--- config.mk ---
export PLATFORM = sky130hd
export DESIGN_NAME = ro_count_sampler
export DESIGN_NICKNAME = d
export VERILOG_FILES = /design/src/rtl/ro_count_sampler.sv
export SDC_FILE = /design/constraint.sdc
export NUM_CORES = 1
export LEC_CHECK = 0
export CAP_MARGIN = 10
export CORE_ASPECT_RATIO = 1.25
export CORE_MARGIN = 2
export CORE_UTILIZATION = 45
export CTS_BUF_LIST = sky130_fd_sc_hd__clkbuf_16
export CTS_CLUSTER_SIZE = 8
export DETAILED_ROUTE_END_ITERATION = 10
export PLACE_DENSITY = 0.68
export SLEW_MARGIN = 20
export SYNTH_ARGS = -nofsm -noshare
export SYNTH_HDL_FRONTEND = slang
export SYNTH_SLANG_ARGS = --single-unit
--- constraint.sdc ---
create_clock -name clk -period 16.71 [get_ports clk]
set_clock_uncertainty 0.2 [all_clocks]
set_input_delay 4.1775 -clock clk [delete_from_list [all_inputs] [get_ports clk]]
set_output_delay 4.1775 -clock clk [all_outputs]
set_load 0.01 [all_outputs]
--- src/rtl/ro_count_sampler.sv ---
// Ring-oscillator counter controller: clear, timed enable, settle, stable capture, valid/ready out.
// result_valid rises CLR_CYCLES+window+SETTLE_CYCLES+2 clk cycles after the start cycle (stable input).
module ro_count_sampler #(
  parameter int CLR_CYCLES    = 4,
  parameter int SETTLE_CYCLES = 16,
  parameter int STABLE_MAX    = 8,
  parameter int WIN_W         = 32
) (
  input  logic             clk,
  input  logic             reset,
  input  logic             start,
  input  logic [WIN_W-1:0] window_cycles,
  input  logic [63:0]      cnt_val,
  output logic             ro_en,
  output logic             cnt_rst,
  output logic [63:0]      result,
  output logic             result_err,
  output logic             result_valid,
  input  logic             result_ready,
  output logic             busy
);

  localparam int AW = $clog2(STABLE_MAX) + 1;

  typedef enum logic [2:0] {
    IDLE,
    CLEAR,
    MEASURE,
    SETTLE,
    CAPTURE,
    HOLD
  } state_t;

  state_t state_q, state_d;

  logic [WIN_W-1:0] timer_q, timer_d;
  logic [WIN_W-1:0] win_q, win_d;
  logic [AW-1:0]    attempt_q, attempt_d;

  logic [63:0] s1_q, s1_d;
  logic [63:0] s2_q, s2_d;
  logic [63:0] s3_q, s3_d;

  logic        ro_en_q, ro_en_d;
  logic        cnt_rst_q, cnt_rst_d;
  logic        busy_q, busy_d;
  logic [63:0] result_q, result_d;
  logic        err_q, err_d;
  logic        valid_q, valid_d;

  logic        timer_last;
  logic        same;
  logic        give_up;

  assign timer_last = (timer_q <= WIN_W'(1));
  assign same       = (s2_q == s3_q);
  assign give_up    = (attempt_q >= AW'(STABLE_MAX - 1));

  always_comb begin
    state_d   = state_q;
    timer_d   = timer_q;
    win_d     = win_q;
    attempt_d = attempt_q;
    ro_en_d   = ro_en_q;
    cnt_rst_d = cnt_rst_q;
    busy_d    = busy_q;
    result_d  = result_q;
    err_d     = err_q;
    valid_d   = valid_q;
    s1_d      = cnt_val;
    s2_d      = s1_q;
    s3_d      = s2_q;

    unique case (state_q)
      IDLE: begin
        ro_en_d   = 1'b0;
        cnt_rst_d = 1'b1;
        if (start) begin
          state_d = CLEAR;
          busy_d  = 1'b1;
          timer_d = WIN_W'(CLR_CYCLES);
          // A zero window still opens the oscillator for one cycle
          win_d   = (window_cycles == '0) ?
                    WIN_W'(1) : window_cycles;
        end
      end
      CLEAR: begin
        if (timer_last) begin
          state_d   = MEASURE;
          cnt_rst_d = 1'b0;
          ro_en_d   = 1'b1;
          timer_d   = win_q;
        end else begin
          timer_d = timer_q - WIN_W'(1);
        end
      end
      MEASURE: begin
        if (timer_last) begin
          state_d = SETTLE;
          ro_en_d = 1'b0;
          timer_d = WIN_W'(SETTLE_CYCLES);
        end else begin
          timer_d = timer_q - WIN_W'(1);
        end
      end
      SETTLE: begin
        if (timer_last) begin
          state_d   = CAPTURE;
          attempt_d = '0;
        end else begin
          timer_d = timer_q - WIN_W'(1);
        end
      end
      CAPTURE: begin
        if (same || give_up) begin
          state_d  = HOLD;
          result_d = s2_q;
          err_d    = ~same;
          valid_d  = 1'b1;
        end else begin
          attempt_d = attempt_q + AW'(1);
        end
      end
      HOLD: begin
        if (result_ready) begin
          state_d   = IDLE;
          valid_d   = 1'b0;
          busy_d    = 1'b0;
          cnt_rst_d = 1'b1;
        end
      end
      default: begin
        state_d   = IDLE;
        ro_en_d   = 1'b0;
        cnt_rst_d = 1'b1;
        busy_d    = 1'b0;
        valid_d   = 1'b0;
      end
    endcase
  end

  always_ff @(posedge clk or posedge reset) begin
    if (reset) begin
      state_q   <= IDLE;
      timer_q   <= '0;
      win_q     <= '0;
      attempt_q <= '0;
      s1_q      <= '0;
      s2_q      <= '0;
      s3_q      <= '0;
      ro_en_q   <= 1'b0;
      cnt_rst_q <= 1'b1;
      busy_q    <= 1'b0;
      result_q  <= '0;
      err_q     <= 1'b0;
      valid_q   <= 1'b0;
    end else begin
      state_q   <= state_d;
      timer_q   <= timer_d;
      win_q     <= win_d;
      attempt_q <= attempt_d;
      s1_q      <= s1_d;
      s2_q      <= s2_d;
      s3_q      <= s3_d;
      ro_en_q   <= ro_en_d;
      cnt_rst_q <= cnt_rst_d;
      busy_q    <= busy_d;
      result_q  <= result_d;
      err_q     <= err_d;
      valid_q   <= valid_d;
    end
  end

  assign ro_en        = ro_en_q;
  assign cnt_rst      = cnt_rst_q;
  assign busy         = busy_q;
  assign result       = result_q;
  assign result_err   = err_q;
  assign result_valid = valid_q;

endmodule
==> out/metrics.cfg, run 1 <==
[global_route]
grtUsageTotal_pct = 18.36
antenna_found_initial = 0
grt_overflow = 0
grt_pass1_vias = 7583
grt_pass1_wl_mm = 40.11
grt_max_degree = 189

[synthesis]
syn_area_per_cell_um2 = 14.24
synth_fp_nets = 943
synth_simple_gate_area_share_pct = 8.464
ys_seq_area_share_pct = 69.48
yosysWarnings = 0
ys_seq_elements = 332
synthAdderAreaFrac_pct = 0.3139
synth_top_family_by_area = multiplexers
ys_types = 63
synth_edf_count = 0
synth_compound_area_share_pct = 6.100
synthArstFlopShare_pct = 100.0
yosys-mux-area-fraction_pct = 9.207
synth.cell_area_um2 = 11960
postSynthCellCount = 840
synth-xor-area-share_pct = 4.760
ys.flop_type = dfrtp_1

[placement]
dp_hpwl_mm = 16.21
globalplace.congestion = 0.8418
port_buffers = 168

[pwr]
power_switching_share_pct = 28.23
power_frac_comb_pct = 17.6
sequentialPowerShare_pct = 45.0
max-vdd-ir-drop_v = 0.00008576
p_int_mw = 1.596
clock_power_share_pct = 37.4
p_leak_nw = 6.799
power.density_nw_per_um2 = 145.5
p_sw_mw = 0.6275

[cells_and_area]
fin_nets = 1131
drive_above_1_share_pct = 15.62
syn_to_final_growth_pct = 27.74
fin_util_pct = 58.54
final_cell_mix = dfrtp_1 (331), clkdlybuf4s50_1 (168), mux2_2 (90)
final_common_cell = dfrtp_1
num_antenna_cells = 0

[outcome]
status = finished clean

[clocking]
htree_levels = 2
cts_buffers = 47
ctsRootBufferMaster = clkbuf_16
clk_pin_slew_ns = 0.05
cts_buffer_depth = 3
clk_latency_ns = 0.54
post-cts-setup-buffers = 0
cts_tree = done
cts_hold_buffers = 0
clock_sinks = 332
cts_resized = 0

[setup_path]
end_kind = async pin
arrival_ns = 6.40
crit_required_ns = 17.00
start_kind = input pin
path_class = in -> async
path_max_fanout = 188

[min_path]
hold_path.class = reg -> reg

[route]
totalWireLength_mm = 24.69
viasPerCell = 5.259
firstDrtPassIters = 5
route.antenna.remaining_nets = 0
vias = 7242
wl_per_cell_um = 17.93
drc = 0
drt-initial-drc-count = 382

[sta]
tightest_slew_ns = 1.040
tns_ns = 0
hold_ws_ns = 0.1348
period_needed_ns = 6.105
rsz0062_at_grt = no
finalHoldViolCount = 0
relSlewSlack_pct = 30.64
min_period_over_period_pct = 36.53
max_clock_freq_ghz = 0.1638
setup_viol = 0
slew_viol_final = 0

[floorplan]
ioPinCount = 169
num_rows = 66
die_w_um = 149.8
die_h_um = 186.3
core_area_um2 = 26100
dieArea_um2 = 27900
start_util_pct = 45.83

[flow_run]
cap_violations = 0

-- state kept, by name, indices dropped and copies added, names as in the netlist --
name          count
s3_q             64
win_q            32
state_q           3
result_err        1
s2_q             64
ro_en             1
result_valid      1
cnt_rst           1
timer_q          32
attempt_q         4
s1_q             64
result           64
busy              1
-- final timing paths --
path,slack [ns],start,depth (start not counted),end
max,10.61,reset,3,s2_q[14]$_DFF_PP0_
min,0.13,s1_q[39]$_DFF_PP0_,0,s2_q[39]$_DFF_PP0_
max reg2reg,13.31,s2_q[27]$_DFF_PP0_,7,result[0]$_DFFE_PP0P_
min reg2reg,0.13,s1_q[39]$_DFF_PP0_,0,s2_q[39]$_DFF_PP0_
max in group clk,10.70,cnt_rst$_DFFE_PP1P_,1,cnt_rst
min in group asynchronous,4.09,reset,2,s2_q[49]$_DFF_PP0_
-- worst max-delay path: stages --
cell and delay, ns:
clkdlybuf4s50_1 0.49, inv_8 0.70, buf_12 0.69
-- kinds of logic after synthesis --
family	Yosys count
flip-flops	332
AND/OR/NAND/NOR	190
AO/OA/AOI/OAI	107
multiplexers	98
XOR/XNOR	65
buffers and inverters	45
adder cells (fa/ha/maj)	3
-- through the flow --
stage                     area, um^2  worst slack, ns  power, mW  cells
final                          15280            10.61      2.223   1377
after global routing           15280            10.30      2.343   1377
after CTS                      15280            10.64      2.247   1377
after detailed placement       13990            10.07      1.404   1319
after global placement         13990            10.09      1.391   1319
after floorplan                11960            3.138      1.276    840
-- power groups by stage --
stage | Combinational, mW | Clock (mW) | Sequential (mW)
finish | 0.391 | 0.832 | 1.00
CTS | 0.393 | 0.854 | 1.00
floorplan | 0.297 | 0 | 0.979
detailed placement | 0.392 | 0 | 1.01
global placement | 0.382 | 0 | 1.01
global route | 0.440 | 0.889 | 1.01
-- layout make-up --
cell class / count / area, um^2
fillers: 2127 / 10820
flip-flops and latches: 332 / 8309
multi-input cells: 463 / 3470
repair buffers: 174 / 1739
clock buffers: 47 / 1176
well taps: 340 / 425.4
clock inverters: 11 / 111.4
inverters: 10 / 45.04
-- metal layers --
layer / routed length, um / GRT usage (%) / vias up
li1: - / - / 3349
met1: 10470 / 24.40 / 3638
met2: 12370 / 30.45 / 194
met3: 1107 / 3.341 / 61
met4: 744 / 6.679 / 0
met5: 0 / 0 / -
-- synth_stat cells (all sizes together) (2+ instances only) --
cell type,n,share of area (%)
a211oi,8,0.50
o311ai,2,0.15
xor2,64,4.7
a22o,3,0.22
a31oi,2,0.10
a221o,2,0.17
nand2b,2,0.10
ha,3,0.31
and3,5,0.26
or4,4,0.28
a211o,2,0.15
nand3,4,0.17
nor3,35,1.5
nand2,52,1.6
a32oi,8,0.59
a21oi,15,0.63
mux2i,2,0.17
nor2,27,0.85
clkbuf,17,0.53
o31ai,3,0.19
and4,2,0.15
and2,3,0.16
o211ai,14,0.88
o2bb2ai,2,0.15
mux2,96,9.0
nor4,34,2.0
or2,2,0.10
dfrtp,331,69
nand4,6,0.31
buf,18,0.83
inv,10,0.31
o21ai,28,1.2
a22oi,6,0.38
or3,7,0.41
Power figures use the tool's default switching activity.
==> run 2: changes to the inputs <==
clock period = 5.7 ns   (was 16.71 ns; I/O delays follow)
==> out/metrics.cfg, run 2 (synthesis gave the netlist of run 1 again) <==
[global_route]
antenna_found_initial = 1  ; +1
grt_pass1_wl_mm = 39.50  ; -1.5%
grtUsageTotal_pct = 18.03  ; -0.33 points
grt_overflow = 0  ; unchanged
grt_pass1_vias = 7535  ; -0.63%
grt_max_degree = 94  ; -50%

[route]
drc = 0  ; unchanged
wl_met1_mm = 10.29  ; -1.8%
dr_wl_met3_mm = 1.406  ; +27%
totalWireLength_mm = 24.71  ; about the same
vias = 7255  ; +0.18%
route.antenna.remaining_nets = 0  ; unchanged
firstDrtPassIters = 6  ; +1
wl_per_cell_um = 17.84  ; -0.52%
routed.top_layer = met5
drt-initial-drc-count = 325  ; -15%
wl_met2_mm = 12.41  ; +0.39%
viasPerCell = 5.238  ; -0.40%

[cells_and_area]
finalInstanceArea_um2 = 15380  ; +0.67%
fin_nets = 1136  ; +0.44%
final_cell_mix = dfrtp_1 (331), clkdlybuf4s50_1 (168), mux2_2 (90)
ff_latch_area_um2 = 8309  ; unchanged
syn_to_final_growth_pct = 28.59
num_antenna_cells = 0  ; unchanged
final_common_cell = dfrtp_1
drive_above_1_share_pct = 15.98  ; +0.36 points
multi_input_area_um2 = 3470  ; unchanged
fill_cells = 2097  ; -1.4%

[setup_path]
arrival_ns = 3.47  ; -2.93 ns
crit_path_cell_trace = xor2_1 > nor4_1 > nand4_1 > nor4_2 > o21ai_4 > buf_4 > mux2_1
crit_required_ns = 5.90  ; -11.10 ns
cp_slowest_cell = nor4_2
start_kind = flip-flop
end_kind = flip-flop
path_max_fanout = 35  ; -81%
critPathMaxStageDelay_ns = 0.73  ; +0.03 ns
path_class = reg -> reg

[sta]
setup_viol = 0  ; unchanged
finalHoldViolCount = 0  ; unchanged
max_clock_freq_ghz = 0.3053
setup_ws_ns = 2.424  ; -8.181 ns
min_period_over_period_pct = 57.47
period_needed_ns = 3.276
tightest_slew_ns = 0.8278  ; -0.2126 ns
relSlewSlack_pct = 44.70  ; +14 points
slew_viol_final = 0  ; unchanged
hold_ws_ns = 0.1387  ; +0.003846 ns
rsz0062_at_grt = no

[floorplan]
dieArea_um2 = 27900  ; unchanged
core_area_um2 = 26100  ; unchanged
die_w_um = 149.8  ; unchanged
ioPinCount = 169  ; unchanged
num_rows = 66  ; unchanged
die_h_um = 186.3  ; unchanged
start_util_pct = 45.83  ; unchanged

[clocking]
cts_buffer_depth = 3  ; unchanged
cts_hold_buffers = 0  ; unchanged
clock_sinks = 332  ; unchanged
htree_levels = 2  ; unchanged
clk_latency_ns = 0.53  ; about the same
clk_pin_slew_ns = 0.05  ; about the same
ctsRootBufferMaster = clkbuf_16
post-cts-setup-buffers = 0  ; unchanged
cts_buffers = 47  ; unchanged
cts_resized = 0  ; unchanged
cts_tree = done

[placement]
dp_hpwl_mm = 16.52  ; +1.9%
place_area_um2 = 14050  ; +0.46%
post-place-ws_ns = 2.085  ; -7.984 ns
globalplace.congestion = 0.8428  ; +0.12%
port_buffers = 168  ; unchanged

[pwr]
power.density_nw_per_um2 = 423.6  ; +190%
p_leak_nw = 6.856  ; +0.84%
max-vdd-ir-drop_v = 0.0002570  ; +200%

[outcome]
status = finished clean

[min_path]
hold_path.class = reg -> reg

[flow_run]
cap_violations = 0  ; unchanged

[run 2: routing by layer]
layer  GRT usage (%)  vias up
met5               0        -
met4           6.415        2
met3           3.878       46
met2           30.68      213
met1           22.89     3628
li1                -     3366
[run 2: final timing paths]
kind	start	to	slack, ns	depth (start not counted)
max	s2_q[42]$_DFF_PP0_	result[7]$_DFFE_PP0P_	2.42	7
max in group asynchronous	reset	s2_q[9]$_DFF_PP0_	3.17	3
min	s1_q[32]$_DFF_PP0_	s2_q[32]$_DFF_PP0_	0.14	0
max reg2reg	s2_q[42]$_DFF_PP0_	result[7]$_DFFE_PP0P_	2.42	7
min in group asynchronous	reset	s3_q[44]$_DFF_PP0_	1.22	2
min reg2reg	s1_q[32]$_DFF_PP0_	s2_q[32]$_DFF_PP0_	0.14	0
[run 2: area by class of cell]
| cell class | count | area share [%] |
|---|---|---|
| clock inverter | 14 | 0.7973 |
| timing repair buffer | 179 | 11.93 |
| clock buffer | 47 | 7.648 |
| inverter | 10 | 0.2685 |
| sequential | 332 | 54.03 |
| tap | 340 | 2.766 |
| multi-input combinational | 463 | 22.56 |
[run 2: critical path: cells and delay by family, from the launching register on]
family / cells / cell delay (ns)
simple gates: 3 / 1.35
mux: 1 / 0.36
compound gates: 1 / 0.27
xor+xnor: 1 / 0.15
flops: 1 / 0.40
buf+inv: 1 / 0.37
[run 2: metrics by stage]
step	cells	setup TNS [ns]	total power [mW]	utilization (%)
6_report	1385	0	6.514	58.93
5_1_grt	1385	0	6.866	58.93
4_1_cts	1384	0	6.591	58.83
3_5_place_dp	1323	0	4.115	53.85
3_3_place_gp	1323	0	4.081	53.85
2_1_floorplan	840	-118.77	3.742	-
[run 2: where the power goes]
group / switching, mW / internal (mW) / leakage (nW)
Combinational: 0.645 / 0.509 / 2.10
Sequential: 0.259 / 2.67 / 4.08
Clock: 0.925 / 1.50 / 0.669
==> run 3: changes to the inputs <==
PLACE_DENSITY = 0.7   (was 0.68)
clock period = 3 ns   (was 5.7 ns; I/O delays follow)
==> out/metrics.cfg, run 3 (synthesis gave the netlist of run 1 again) <==
[floorplan]
num_rows = 66  ; unchanged
die_w_um = 149.8  ; unchanged
core_area_um2 = 26100  ; unchanged
dieArea_um2 = 27900  ; unchanged
die_h_um = 186.3  ; unchanged
ioPinCount = 169  ; unchanged
start_util_pct = 45.83  ; unchanged

[setup_path]
arrival_ns = 3.02  ; -0.45 ns
crit_path_cell_trace = nor3_1 > o211ai_1 > nor4_2 > a31o_2 > buf_4 > o21ai_0 > o211ai_1
path_class = reg -> reg
end_kind = flip-flop
crit_top_cell = o211ai_1
cp_num_buf_inv = 1  ; unchanged
critPathMaxStageDelay_ns = 0.54  ; -0.19 ns
crit_required_ns = 3.24  ; -2.66 ns
start_kind = flip-flop
cpLargestDelayFamily = compound AO/OA/AOI/OAI gates
path_max_fanout = 23  ; -34%
cp_slowest_cell = a31o_2

[sta]
max_clock_freq_ghz = 0.3607  ; +18%
setup_viol = 0  ; unchanged
tightest_slew_ns = 0.6205  ; -0.2073 ns
relSlewSlack_pct = 58.36  ; +14 points
rsz0062_at_grt = no
finalHoldViolCount = 0  ; unchanged
min_period_over_period_pct = 92.42  ; +35 points
slew_viol_final = 0  ; unchanged
period_needed_ns = 2.773  ; -0.5033 ns

[placement]
globalplace.congestion = 0.8711  ; +3.4%
dp_hpwl_mm = 17.44  ; +5.6%
port_buffers = 168  ; unchanged
dp.cells = 1346  ; +1.7%

[global_route]
grt_overflow = 0  ; unchanged
grt_pass1_vias = 7740  ; +2.7%
antenna_found_initial = 0  ; -1
grt_pass1_wl_mm = 40.83  ; +3.4%
grtUsageTotal_pct = 18.65  ; +0.62 points
grt_max_degree = 108  ; +15%

[cells_and_area]
final_common_cell = dfrtp_1
num_antenna_cells = 0  ; unchanged
fin_nets = 1158  ; +1.9%
fin_util_pct = 59.45  ; +0.51 points
final_cell_mix = dfrtp_1 (331), clkdlybuf4s50_1 (168), mux2_2 (90)
syn_to_final_growth_pct = 29.71
drive_above_1_share_pct = 17.76  ; +1.8 points
fin_cells = 1404  ; +1.4%

[clocking]
clock_sinks = 332  ; unchanged
cts_buffers = 47  ; unchanged
ctsRootBufferMaster = clkbuf_16
cts_hold_buffers = 0  ; unchanged
clk_latency_ns = 0.54  ; about the same
cts_tree = done
post-cts-setup-buffers = 0  ; unchanged
cts_resized = 0  ; unchanged
htree_levels = 2  ; unchanged
cts_buffer_depth = 3  ; unchanged
clk_pin_slew_ns = 0.06  ; about the same

[route]
totalWireLength_mm = 25.33  ; +2.5%
wl_per_cell_um = 18.04  ; +1.1%
firstDrtPassIters = 5  ; -1
vias = 7405  ; +2.1%
drt-initial-drc-count = 297  ; -8.6%
viasPerCell = 5.274  ; +0.69%
route.antenna.remaining_nets = 0  ; unchanged
drc = 0  ; unchanged

[flow_run]
cap_violations = 0  ; unchanged

[min_path]
hold_path.class = reg -> reg

[pwr]
max-vdd-ir-drop_v = 0.0005067  ; +97%
power.density_nw_per_um2 = 802.4  ; +89%
p_leak_nw = 6.942  ; +1.3%
p_total_mw = 12.45  ; +91%

[outcome]
status = finished clean

==> run 3: changes by cell type in the layout (fill, tap and decap cells not counted), sizes merged <==
cell	change
buf	+22
bufinv	-1
clkinv	+1
inv	-3
==> run 3: metal layers <==
metal  global-route usage (%)  routed length, um  up-vias
li1                         -                  -     3391
met1                    23.49              10110     3743
met2                    32.69              13320      225
met3                    3.561               1355       46
met4                    5.811                541        0
met5                        0                  0        -
==> run 3: cell type report <==
cell class | instances | area [um^2]
inverters | 10 | 41.29
clock buffers | 47 | 1176
clock inverters | 11 | 86.33
fillers | 2102 | 10580
multi-input cells | 463 | 3470
well taps | 340 | 425.4
repair buffers | 201 | 2004
flip-flops and latches | 332 | 8309
==> run 3: through the flow <==
step           setup TNS (ns)  worst slack (ns)  instance area [um^2]  hold WS, ns
3_3_place_gp                0            0.1828                 14250       0.1315
2_1_floorplan         -790.23            -2.384                 11960       0.1312
4_1_cts                     0            0.1920                 15510       0.1326
6_report                    0            0.2275                 15510       0.1317
5_1_grt                     0           0.05147                 15510       0.1425
3_5_place_dp                0            0.2134                 14250       0.1347
==> run 3: power breakdown <==
group,switching [mW],leakage (nW),internal [mW]
sequential,0.454,4.08,5.08
combinational,1.31,2.22,1.08
clock,1.76,0.643,2.76
total,3.53,6.94,8.92
==> run 3: worst paths after layout <==
check / to / slack [ns] / cells past startpoint / from
setup / recovery: timer_q[12]$_DFFE_PP0P_ / 0.23 / 7 / timer_q[4]$_DFFE_PP0P_
hold / removal: s2_q[55]$_DFF_PP0_ / 0.13 / 0 / s1_q[55]$_DFF_PP0_
hold reg to reg: s2_q[55]$_DFF_PP0_ / 0.13 / 0 / s1_q[55]$_DFF_PP0_
max in group asynchronous: s1_q[13]$_DFF_PP0_ / 1.55 / 4 / reset
setup reg to reg: timer_q[12]$_DFFE_PP0P_ / 0.23 / 7 / timer_q[4]$_DFFE_PP0P_
min in group asynchronous: result[50]$_DFFE_PP0P_ / 0.44 / 3 / reset
